File: src/rtl/dma_pkg.sv
// dma_pkg: shared types and constants for the DMA FIFO sequencer.
//   dma_state_e     - sequencer FSM states
//   WORD_BYTES      - bytes per 32-bit transfer word
//   FIFO_USABLE     - usable entries of the companion 16-entry FIFO
//   burst_max_legal - checks a BURST_MAX choice against the FIFO depth
package dma_pkg;

  typedef enum logic [2:0] {
    IDLE    = 3'd0,
    CLR     = 3'd1,
    RD_REQ  = 3'd2,
    RD_DATA = 3'd3,
    WR_REQ  = 3'd4,
    WR_DATA = 3'd5,
    DONE    = 3'd6
  } dma_state_e;

  localparam int unsigned WORD_BYTES  = 32'd4;
  localparam int unsigned FIFO_USABLE = 32'd15;

  // A burst must fit entirely in the FIFO, since it is filled before draining.
  function automatic bit burst_max_legal(input int unsigned burst_max);
    return (burst_max >= 32'd1) && (burst_max <= FIFO_USABLE);
  endfunction

endpackage

File: src/rtl/dma_burst_calc.sv
// dma_burst_calc: burst sizing helper for the DMA FIFO sequencer.
//   remaining_i - words still to copy
//   cur_burst_i - burst size currently in flight
//   burst_o     - min(remaining_i, BURST_MAX), size of the next burst
//   incr_o      - byte address increment for the burst in flight
module dma_burst_calc
  import dma_pkg::*;
#(
  parameter int unsigned BURST_MAX = 8,
  parameter int unsigned LEN_W     = 16
) (
  input  logic [LEN_W-1:0] remaining_i,
  input  logic [3:0]       cur_burst_i,
  output logic [3:0]       burst_o,
  output logic [31:0]      incr_o
);

  localparam logic [LEN_W-1:0] BurstMaxLen = LEN_W'(BURST_MAX);
  localparam logic [3:0]       BurstMax4   = 4'(BURST_MAX);

  // Below BURST_MAX the remainder always fits in 4 bits.
  assign burst_o = (remaining_i >= BurstMaxLen) ? BurstMax4 : remaining_i[3:0];
  assign incr_o  = 32'(cur_burst_i) * 32'(WORD_BYTES);

endmodule

File: src/rtl/dma_fifo_sequencer.sv
// dma_fifo_sequencer: store-and-forward copy engine. Splits a LEN-word copy
// into bursts of at most BURST_MAX words, fills the external FIFO from the
// read channel, drains it to the write channel, and raises a sticky irq.
//   clk, rst            - clock, asynchronous active-high reset
//   start/abort         - one-cycle control pulses
//   src_addr/dst_addr   - word-aligned byte addresses; len in words
//   busy, irq, irq_clr  - status and sticky completion interrupt
//   rd_req_*, rd_*      - read-burst request and read data channel
//   fifo_*              - external FIFO (combinational read port)
//   wr_req_*, wr_*      - write-burst request and write data channel
module dma_fifo_sequencer
  import dma_pkg::*;
#(
  parameter int unsigned BURST_MAX = 8,
  parameter int unsigned LEN_W     = 16
) (
  input  logic             clk,
  input  logic             rst,
  input  logic             start,
  input  logic             abort,
  input  logic [31:0]      src_addr,
  input  logic [31:0]      dst_addr,
  input  logic [LEN_W-1:0] len,
  output logic             busy,
  output logic             irq,
  input  logic             irq_clr,
  output logic             rd_req_valid,
  input  logic             rd_req_ready,
  output logic [31:0]      rd_req_addr,
  output logic [3:0]       rd_req_len,
  input  logic             rd_valid,
  output logic             rd_ready,
  input  logic [31:0]      rd_data,
  output logic             fifo_wen,
  output logic [31:0]      fifo_di,
  output logic             fifo_ren,
  input  logic [31:0]      fifo_do,
  input  logic             fifo_full,
  input  logic             fifo_empty,
  output logic             fifo_clear,
  output logic             wr_req_valid,
  input  logic             wr_req_ready,
  output logic [31:0]      wr_req_addr,
  output logic [3:0]       wr_req_len,
  output logic             wr_valid,
  input  logic             wr_ready,
  output logic [31:0]      wr_data,
  output logic             wr_last
);

  if (!burst_max_legal(BURST_MAX)) begin : g_burst_max_check
    $error("dma_fifo_sequencer: BURST_MAX must lie in 1..FIFO_USABLE");
  end

  dma_state_e       state_q, state_d;
  logic [31:0]      src_q, src_d;
  logic [31:0]      dst_q, dst_d;
  logic [LEN_W-1:0] remaining_q, remaining_d;
  logic [3:0]       beat_q, beat_d;
  logic [3:0]       burst_q, burst_d;
  logic             irq_q, irq_d;
  logic             fifo_clear_q, fifo_clear_d;

  logic [3:0]       calc_burst_s;
  logic [31:0]      incr_s;
  logic [3:0]       burst_last_s;
  logic             abort_s;
  logic             rd_ready_s;
  logic             rd_beat_s;
  logic             wr_valid_s;
  logic             wr_beat_s;
  logic             beat_end_s;
  logic             load_burst_s;

  // The next burst is sized from the post-update remaining count, so a burst
  // following a completed one already sees the decremented length.
  dma_burst_calc #(
    .BURST_MAX(BURST_MAX),
    .LEN_W    (LEN_W)
  ) u_burst_calc (
    .remaining_i(remaining_d),
    .cur_burst_i(burst_q),
    .burst_o    (calc_burst_s),
    .incr_o     (incr_s)
  );

  assign abort_s      = abort & (state_q != IDLE);
  assign burst_last_s = burst_q - 4'd1;
  assign beat_end_s   = (beat_q == burst_last_s);
  // Data beats are refused in the abort cycle so nothing half-lands.
  assign rd_ready_s   = (state_q == RD_DATA) & ~fifo_full & ~abort;
  assign rd_beat_s    = rd_ready_s & rd_valid;
  assign wr_valid_s   = (state_q == WR_DATA) & ~fifo_empty & ~abort;
  assign wr_beat_s    = wr_valid_s & wr_ready;

  assign load_burst_s = (state_d == RD_REQ) & (state_q != RD_REQ);
  assign burst_d      = load_burst_s ? calc_burst_s : burst_q;
  assign fifo_clear_d = (state_d == CLR) | abort_s;

  assign busy         = (state_q != IDLE);
  assign irq          = irq_q;
  assign rd_req_valid = (state_q == RD_REQ);
  assign rd_req_addr  = rd_req_valid ? src_q : 32'd0;
  assign rd_req_len   = rd_req_valid ? burst_last_s : 4'd0;
  assign rd_ready     = rd_ready_s;
  assign fifo_wen     = rd_beat_s;
  assign fifo_di      = (state_q == RD_DATA) ? rd_data : 32'd0;
  assign fifo_ren     = wr_beat_s;
  assign fifo_clear   = fifo_clear_q;
  assign wr_req_valid = (state_q == WR_REQ);
  assign wr_req_addr  = wr_req_valid ? dst_q : 32'd0;
  assign wr_req_len   = wr_req_valid ? burst_last_s : 4'd0;
  assign wr_valid     = wr_valid_s;
  assign wr_data      = (state_q == WR_DATA) ? fifo_do : 32'd0;
  assign wr_last      = beat_end_s & wr_valid_s;

  // Next-state, counter and interrupt logic.
  always_comb begin
    state_d     = state_q;
    src_d       = src_q;
    dst_d       = dst_q;
    remaining_d = remaining_q;
    beat_d      = beat_q;
    irq_d       = irq_q & ~irq_clr;
    case (state_q)
      IDLE: begin
        if (start & ~abort) begin
          if (len != {LEN_W{1'b0}}) begin
            src_d       = src_addr;
            dst_d       = dst_addr;
            remaining_d = len;
            state_d     = CLR;
          end else begin
            state_d = DONE;
          end
        end else begin
          state_d = IDLE;
        end
      end
      CLR: begin
        state_d = RD_REQ;
      end
      RD_REQ: begin
        if (rd_req_ready) begin
          beat_d  = 4'd0;
          state_d = RD_DATA;
        end else begin
          state_d = RD_REQ;
        end
      end
      RD_DATA: begin
        if (rd_beat_s) begin
          if (beat_end_s) begin
            src_d   = src_q + incr_s;
            beat_d  = 4'd0;
            state_d = WR_REQ;
          end else begin
            beat_d = beat_q + 4'd1;
          end
        end else begin
          state_d = RD_DATA;
        end
      end
      WR_REQ: begin
        if (wr_req_ready) begin
          beat_d  = 4'd0;
          state_d = WR_DATA;
        end else begin
          state_d = WR_REQ;
        end
      end
      WR_DATA: begin
        if (wr_beat_s) begin
          if (beat_end_s) begin
            remaining_d = remaining_q - LEN_W'(burst_q);
            dst_d       = dst_q + incr_s;
            beat_d      = 4'd0;
            if (remaining_d != {LEN_W{1'b0}}) begin
              state_d = RD_REQ;
            end else begin
              state_d = DONE;
            end
          end else begin
            beat_d = beat_q + 4'd1;
          end
        end else begin
          state_d = WR_DATA;
        end
      end
      DONE: begin
        irq_d   = 1'b1;
        state_d = IDLE;
      end
      default: begin
        state_d = IDLE;
      end
    endcase
    // Abort overrides everything, including the DONE irq set.
    if (abort_s) begin
      state_d = IDLE;
      beat_d  = 4'd0;
      irq_d   = irq_q & ~irq_clr;
    end else begin
      beat_d = beat_d;
    end
  end

  // State, address, counter and flag registers.
  always_ff @(posedge clk or posedge rst) begin
    if (rst) begin
      state_q      <= IDLE;
      src_q        <= 32'd0;
      dst_q        <= 32'd0;
      remaining_q  <= {LEN_W{1'b0}};
      beat_q       <= 4'd0;
      burst_q      <= 4'd0;
      irq_q        <= 1'b0;
      fifo_clear_q <= 1'b0;
    end else begin
      state_q      <= state_d;
      src_q        <= src_d;
      dst_q        <= dst_d;
      remaining_q  <= remaining_d;
      beat_q       <= beat_d;
      burst_q      <= burst_d;
      irq_q        <= irq_d;
      fifo_clear_q <= fifo_clear_d;
    end
  end

endmodule
File: config.mk
export PLATFORM = sky130hd
export DESIGN_NAME = dma_fifo_sequencer
export DESIGN_NICKNAME = d
export VERILOG_FILES = /design/src/rtl/dma_pkg.sv /design/src/rtl/dma_burst_calc.sv /design/src/rtl/dma_fifo_sequencer.sv
export SDC_FILE = /design/constraint.sdc
export NUM_CORES = 1
export LEC_CHECK = 0
export BUFFER_PORTS_ARGS = -buffer_cell sky130_fd_sc_hd__buf_2
export CAP_MARGIN = 10
export CELL_PAD_IN_SITES_DETAIL_PLACEMENT = 0
export CELL_PAD_IN_SITES_GLOBAL_PLACEMENT = 1
export CORE_UTILIZATION = 34
export CTS_CLUSTER_SIZE = 16
export DETAILED_ROUTE_END_ITERATION = 6
export HOLD_SLACK_MARGIN = 0.02
export PLACE_DENSITY_LB_ADDON = 0.1
export SLEW_MARGIN = 20
export SYNTH_ARGS = -nofsm -noshare
export SYNTH_HDL_FRONTEND = slang
export SYNTH_SLANG_ARGS = --single-unit
File: constraint.sdc
create_clock -name clk -period 4.28 [get_ports clk]
set_input_delay 0.214 -clock clk [delete_from_list [all_inputs] [get_ports clk]]
set_output_delay 0.214 -clock clk [all_outputs]
set_load 0.005 [all_outputs]
* After elaboration in Yosys (flattened, before gate mapping)
Index checks and enable logic that the tools add are counted.
** Word-level totals
- Register bits :: 93
- Input port bits :: 155
- Output and inout bits :: 146
- Word-level logic and storage cells :: 102
** Operators by class
- $add $sub $neg :: 5
- $lt $le $gt $ge :: 1
- Eq/ne operators :: 20
- Muxes and demuxes :: 42
- Bitwise operators :: 16
- Reduce and logical (&&, ||, !) cells :: 10
** Operators by type and width (number)
- $mux 32 :: 12
- $pmux 32 s2 :: 2
- $add 32x6->32 :: 2
- $mux 16 :: 4
- $mux 4 :: 9
- $pmux 16 s2 :: 1
- $reduce_bool 16->1 :: 2
- $mux 3 :: 8
- $pmux 3 s6 :: 1
- $ge 16x4->1 const B :: 1
- $pmux 4 s4 :: 1
- $sub 16x4->16 :: 1
- $reduce_and 5->1 :: 3
- $ne 2x2->1 const B :: 6
- $and 1x1->1 :: 11
- $eq 3x2->1 const B :: 3
- $eq 3x3->1 const B :: 3
- $eq 3x1->1 const B :: 2
- $ne 3x1->1 const B :: 2
- $ne 3x3->1 const B :: 2
- $reduce_bool 5->1 :: 1
- $add 4x1->4 const B :: 1
- $eq 4x4->1 :: 1
- $mux 1 :: 4
- 7 further kinds :: 11

* Logic depth before layout (Yosys ltp)
- Depth in word-level cells :: 9
- Gate-level depth with buffers :: 13
- Gate-level depth less buffers :: 12

* Hierarchy
A second synthesis with hierarchy kept.
** Second synthesis, totals
- Cells, all modules :: 1189
- Area, all modules :: 9110.0 sq um
** By module, submodules not included
- dma_fifo_sequencer :: instances 1, cells an instance 1145, area each 8774.7 sq um, seq. area each 2327.2 sq um
- dma_burst_calc :: instances 1, cells an instance 44, area each 335.3 sq um, seq. area each 0.0 sq um

* Worst setup path before layout
OpenSTA, ideal clock, no wires.
- Path type :: register -> register
- Start :: reg burst_q[1]
- End :: reg burst_q[3]
- Library setup time :: 0.126 ns
- Data arrival time :: 3.196 ns
- Required time :: 4.154 ns
- Path slack :: 0.958 ns
- Stages on the path, launching flop included :: 12
- Buffers on the path :: 1
- Clock period less this slack :: 3.322 ns
- Cells stage by stage :: dfrtp_1 > inv_1 > ha_1 > xor3_1 > nor3_1 > nand3_2 > and2_0 > buf_4 > a2111oi_2 > nand4_1 > or4_4 > o32a_1
** On the way
- Word-level cells in the longest chain between the ends :: 9
- Elaborated cells between the ends (all ways) :: 18
- Classes of those cells :: add/sub (2); order compare (1); eq/ne (2); mux (11); bitwise (1); reduce/logical (1)
** Ends and longest elaborated chain
- start: declaration :: RTL line dma_fifo_sequencer.sv:60 : logic [3:0] burst_q, burst_d;
- start signal: assignment :: RTL line dma_fifo_sequencer.sv:225 : burst_q <= burst_d;
- $sub 16x4->16 :: RTL line dma_fifo_sequencer.sv:175 : remaining_d = remaining_q - LEN_W'(burst_q);
- $reduce_bool 16->1 :: RTL line dma_fifo_sequencer.sv:178 : if (remaining_d != {LEN_W{1'b0}}) begin
- $mux 3 :: RTL line dma_fifo_sequencer.sv:178
- $mux 3 :: RTL line dma_fifo_sequencer.sv:174 : if (beat_end_s) begin
- $mux 3 :: RTL line dma_fifo_sequencer.sv:173 : if (wr_beat_s) begin
- $pmux 3 s6 :: RTL line dma_fifo_sequencer.sv:125 : case (state_q)
- $mux 3 :: RTL line dma_fifo_sequencer.sv:199 : if (abort_s) begin
- $eq 3x2->1 :: RTL line dma_fifo_sequencer.sv:96 : assign load_burst_s = (state_d == RD_REQ) & (state_q != RD_REQ);
- $and 1x1->1 :: RTL line dma_fifo_sequencer.sv:96
Several ways; a longest one is shown, not always the timed one.
A chain may end at the register's enable or synchronous reset.

* Final worst setup path
- Start :: reg burst_q[0]
- End :: reg burst_q[3]
Same word-level chain as after synthesis.

==> impl_results.md <==
* Antenna violations before repair at 1
* Die height at 145 µm
* Die ar. at 0.0211 mm²
* Asr flop ratio synth at 100%
* Max incr delay on CP at 0.55 ns
* Worst slew margin at 43.1%
* GP Congestion at 0.845
* Critical Path RT at 4.52 ns
* Max-cap violations at 0
* Core Box Area at 0.0202 mm²
* DR vias at 7569
* Largest net degree at the start of global routing at 76
* Crit-path max FO at 29
* Syn_nets at 1082
* Layout net count at 1347
* Worst-Margin Slew at 0.853 ns
* Core Rows at 52
* Post-Syn Instances at 909
* IO buf count at 300
* Setup_tns at 0 ns
* Vias per std cell at 5.22
* Clock Sinks at 93
* 1st-iter DRT viols at 536
* Layout area overhead at 28.7%
* Worst-skew pair later-pin latency at 0.35 ns
* Leakage at 4.55 nW
* CTS clk-pin slew, worst paths at 0.07 ns
* CTS resizes at 0
* Layout Utilization at 44.6%
* Maximum vdd drop at 0.213 mV
* Share of layout cells above drive strength 1 at 30.3%
* Clk root buf: clkbuf_16
* Crit path time final at 3.81 ns
* Num ports at 301
* Max H-tree Level at 3
* DRC Markers at 0
* Drt first pass iters at 5
* CTS hold repair buffers at 0
* CTS Buffer Depth at 2
* Overall die width at 145 µm
* Sequential-to-total area share from yosys stat at 33.3%
* Yosys cell types at 69
* Setup violators final at 0
* Starting Density at 34.6%
* Postcts setup bufs at 0
* CP Buf/Inv Count at 2
* Final hold vios at 3
* Syn avg cell area at 7.69 µm²
* Worst Hold Margin at -0.00772 ns
* Endpoint type of the worst setup path: flip-flop
* Final Skew at 0.00647 ns
* Drt total wl at 25300 µm
* Synth Flop Type: dfrtp_1
* Vias in the first global route at 7059
* Fin. max-slew vios at 0
* Failing checks: negative hold slack
* Family with the most delay on the worst path: simple AND/OR/NAND/NOR gates
* HPWL after DPL at 18300 µm
* CTS Buf Count at 9
* RSZ-0062 raised after global routing: false
* Fmax at 263 MHz
* Ys Warns at 0
* Slowest-stage cell, CP: dfrtp_1
* Seq cells post-synth at 93
* Critical path cell sequence: inv_1, ha_1, xor3_1, nor3_1, nand3_2, buf_4, mux2i_1, a221oi_1, nand4_1, or4_4, o32a_1
* Global-route usage over all layers at 23.8%
* Total gr overflow at 0
* CTS tree: yes
* Post-synth EDFFs at 0
* Outcome: finished with violations
* Hold Path Class: in2async
* Overall Power at 4.39 mW
* WS Path Type: reg2reg
* Mapped Area at 0.00699 mm²
* Post-DRT Antenna Nets at 0
* Worst setup SP type: flip-flop
* First-pass GRT wire length at 39900 µm
* Final period util at 89.0%
* Crit path arrival time at 4.05 ns
* PwrDens at 488 mW/mm²
* Per-cell routed wire length at 17.5 µm
==> through the flow <==
stage / area (µm²) / std cells / setup slack [ns]
floorplan: 6990 / 909 / 0.958
CTS: 8990 / 1449 / 0.501
global placement: 8680 / 1433 / 0.612
detailed placement: 8680 / 1433 / 0.510
finish: 8990 / 1450 / 0.472
global route: 8990 / 1449 / 0.235
==> synthesized netlist by cell type, drive strengths merged, types with 3 or more instances <==
cell type  instances  share of area, %
o21ai             58               4.2
a311oi             3              0.38
nor3b              4              0.50
nand2b             9              0.81
and3              43               3.9
a21o               7              0.75
o22a               3              0.38
dfrtp             93                33
o22ai             25               2.2
a31oi              8              0.81
xnor2             11               1.4
and2             101               9.1
o31ai              5              0.54
nor3              22               1.6
and4               3              0.38
mux2i              4              0.57
or3                7              0.64
nor2b              6              0.54
buf                7               1.0
a221oi             3              0.38
o2bb2ai            5              0.63
fa                 3              0.86
nand2             80               4.3
clkbuf            52               2.8
nand4b             6              0.75
nand4              9              0.81
or2                5              0.45
a221o              6              0.90
inv               32               1.7
a211oi             4              0.50
nor2              92               4.9
a21oi            101               7.2
nor4              16               1.4
ha                15               2.7
nand3             28               2.1
==> final cells by class <==
| type | instances | area [µm²] |
|---|---|---|
| inverters | 32 | 125 |
| repair buffers | 313 | 1600 |
| clock buffers | 12 | 267 |
| flip-flops and latches | 93 | 2330 |
| multi-input cells | 725 | 4290 |
| diodes | 1 | 2.50 |
| clock inverters | 4 | 45.0 |
| fillers | 2130 | 11200 |
| well taps | 270 | 338 |
==> kinds of logic after synthesis <==
logic type	Yosys count	synth area share, %
AO/OA/AOI/OAI	252	22.0
XOR/XNOR	14	1.97
adder cells (fa/ha/maj)	18	3.55
buffers and inverters	91	5.53
flip-flops	93	33.3
multiplexers	4	0.573
AND/OR/NAND/NOR	437	33.1
==> path summary, 6_finish.rpt <==
check,startpoint,end,slack [ns],depth (start not counted)
worst min register to register,dst_q[0],dst_q[0],0.46,2
max in group asynchronous,rst,src_q[28],3.50,3
worst max-delay path,burst_q[0],burst_q[3],0.47,11
worst min-delay path,rst,remaining_q[14],-0.008,2
min in group clk,irq_clr,irq,0.05,2
worst max register to register,burst_q[0],burst_q[3],0.47,11
==> routing by layer <==
metal	track usage (%)	wire length, µm	up-vias
met5	0	0	-
met4	4.00	172	0
met3	4.76	1750	11
met2	37.2	11500	261
met1	34.3	11900	3537
li1	-	-	3760
==> flip-flops by register name, indices dropped and copies added (netlist names) <==
name,cells
fifo_clear,1
remaining_q,16
burst_q,4
beat_q,4
irq,1
dst_q,32
src_q,32
state_q,3
==> power breakdown <==
| part | internal, mW | switching (mW) |
|---|---|---|
| Combinational | 0.743 | 1.07 |
| Sequential | 1.26 | 0.433 |
| Clock | 0.499 | 0.382 |
==> cells in the final DEF, fill, tap and decap left out, types with 16 or more instances in the layout <==
| cell type | instances |
|---|---|
| buf_2 | 300 |
| a21oi_1 | 101 |
| and2_1 | 98 |
| dfrtp_1 | 93 |
| nor2_1 | 90 |
| nand2_1 | 80 |
| o21ai_0 | 58 |
| and3_1 | 42 |
| inv_1 | 31 |
| nand3_1 | 27 |
| o22ai_1 | 25 |
| nor3_1 | 21 |
| nor4_1 | 16 |
Power figures use the tool's default switching activity.
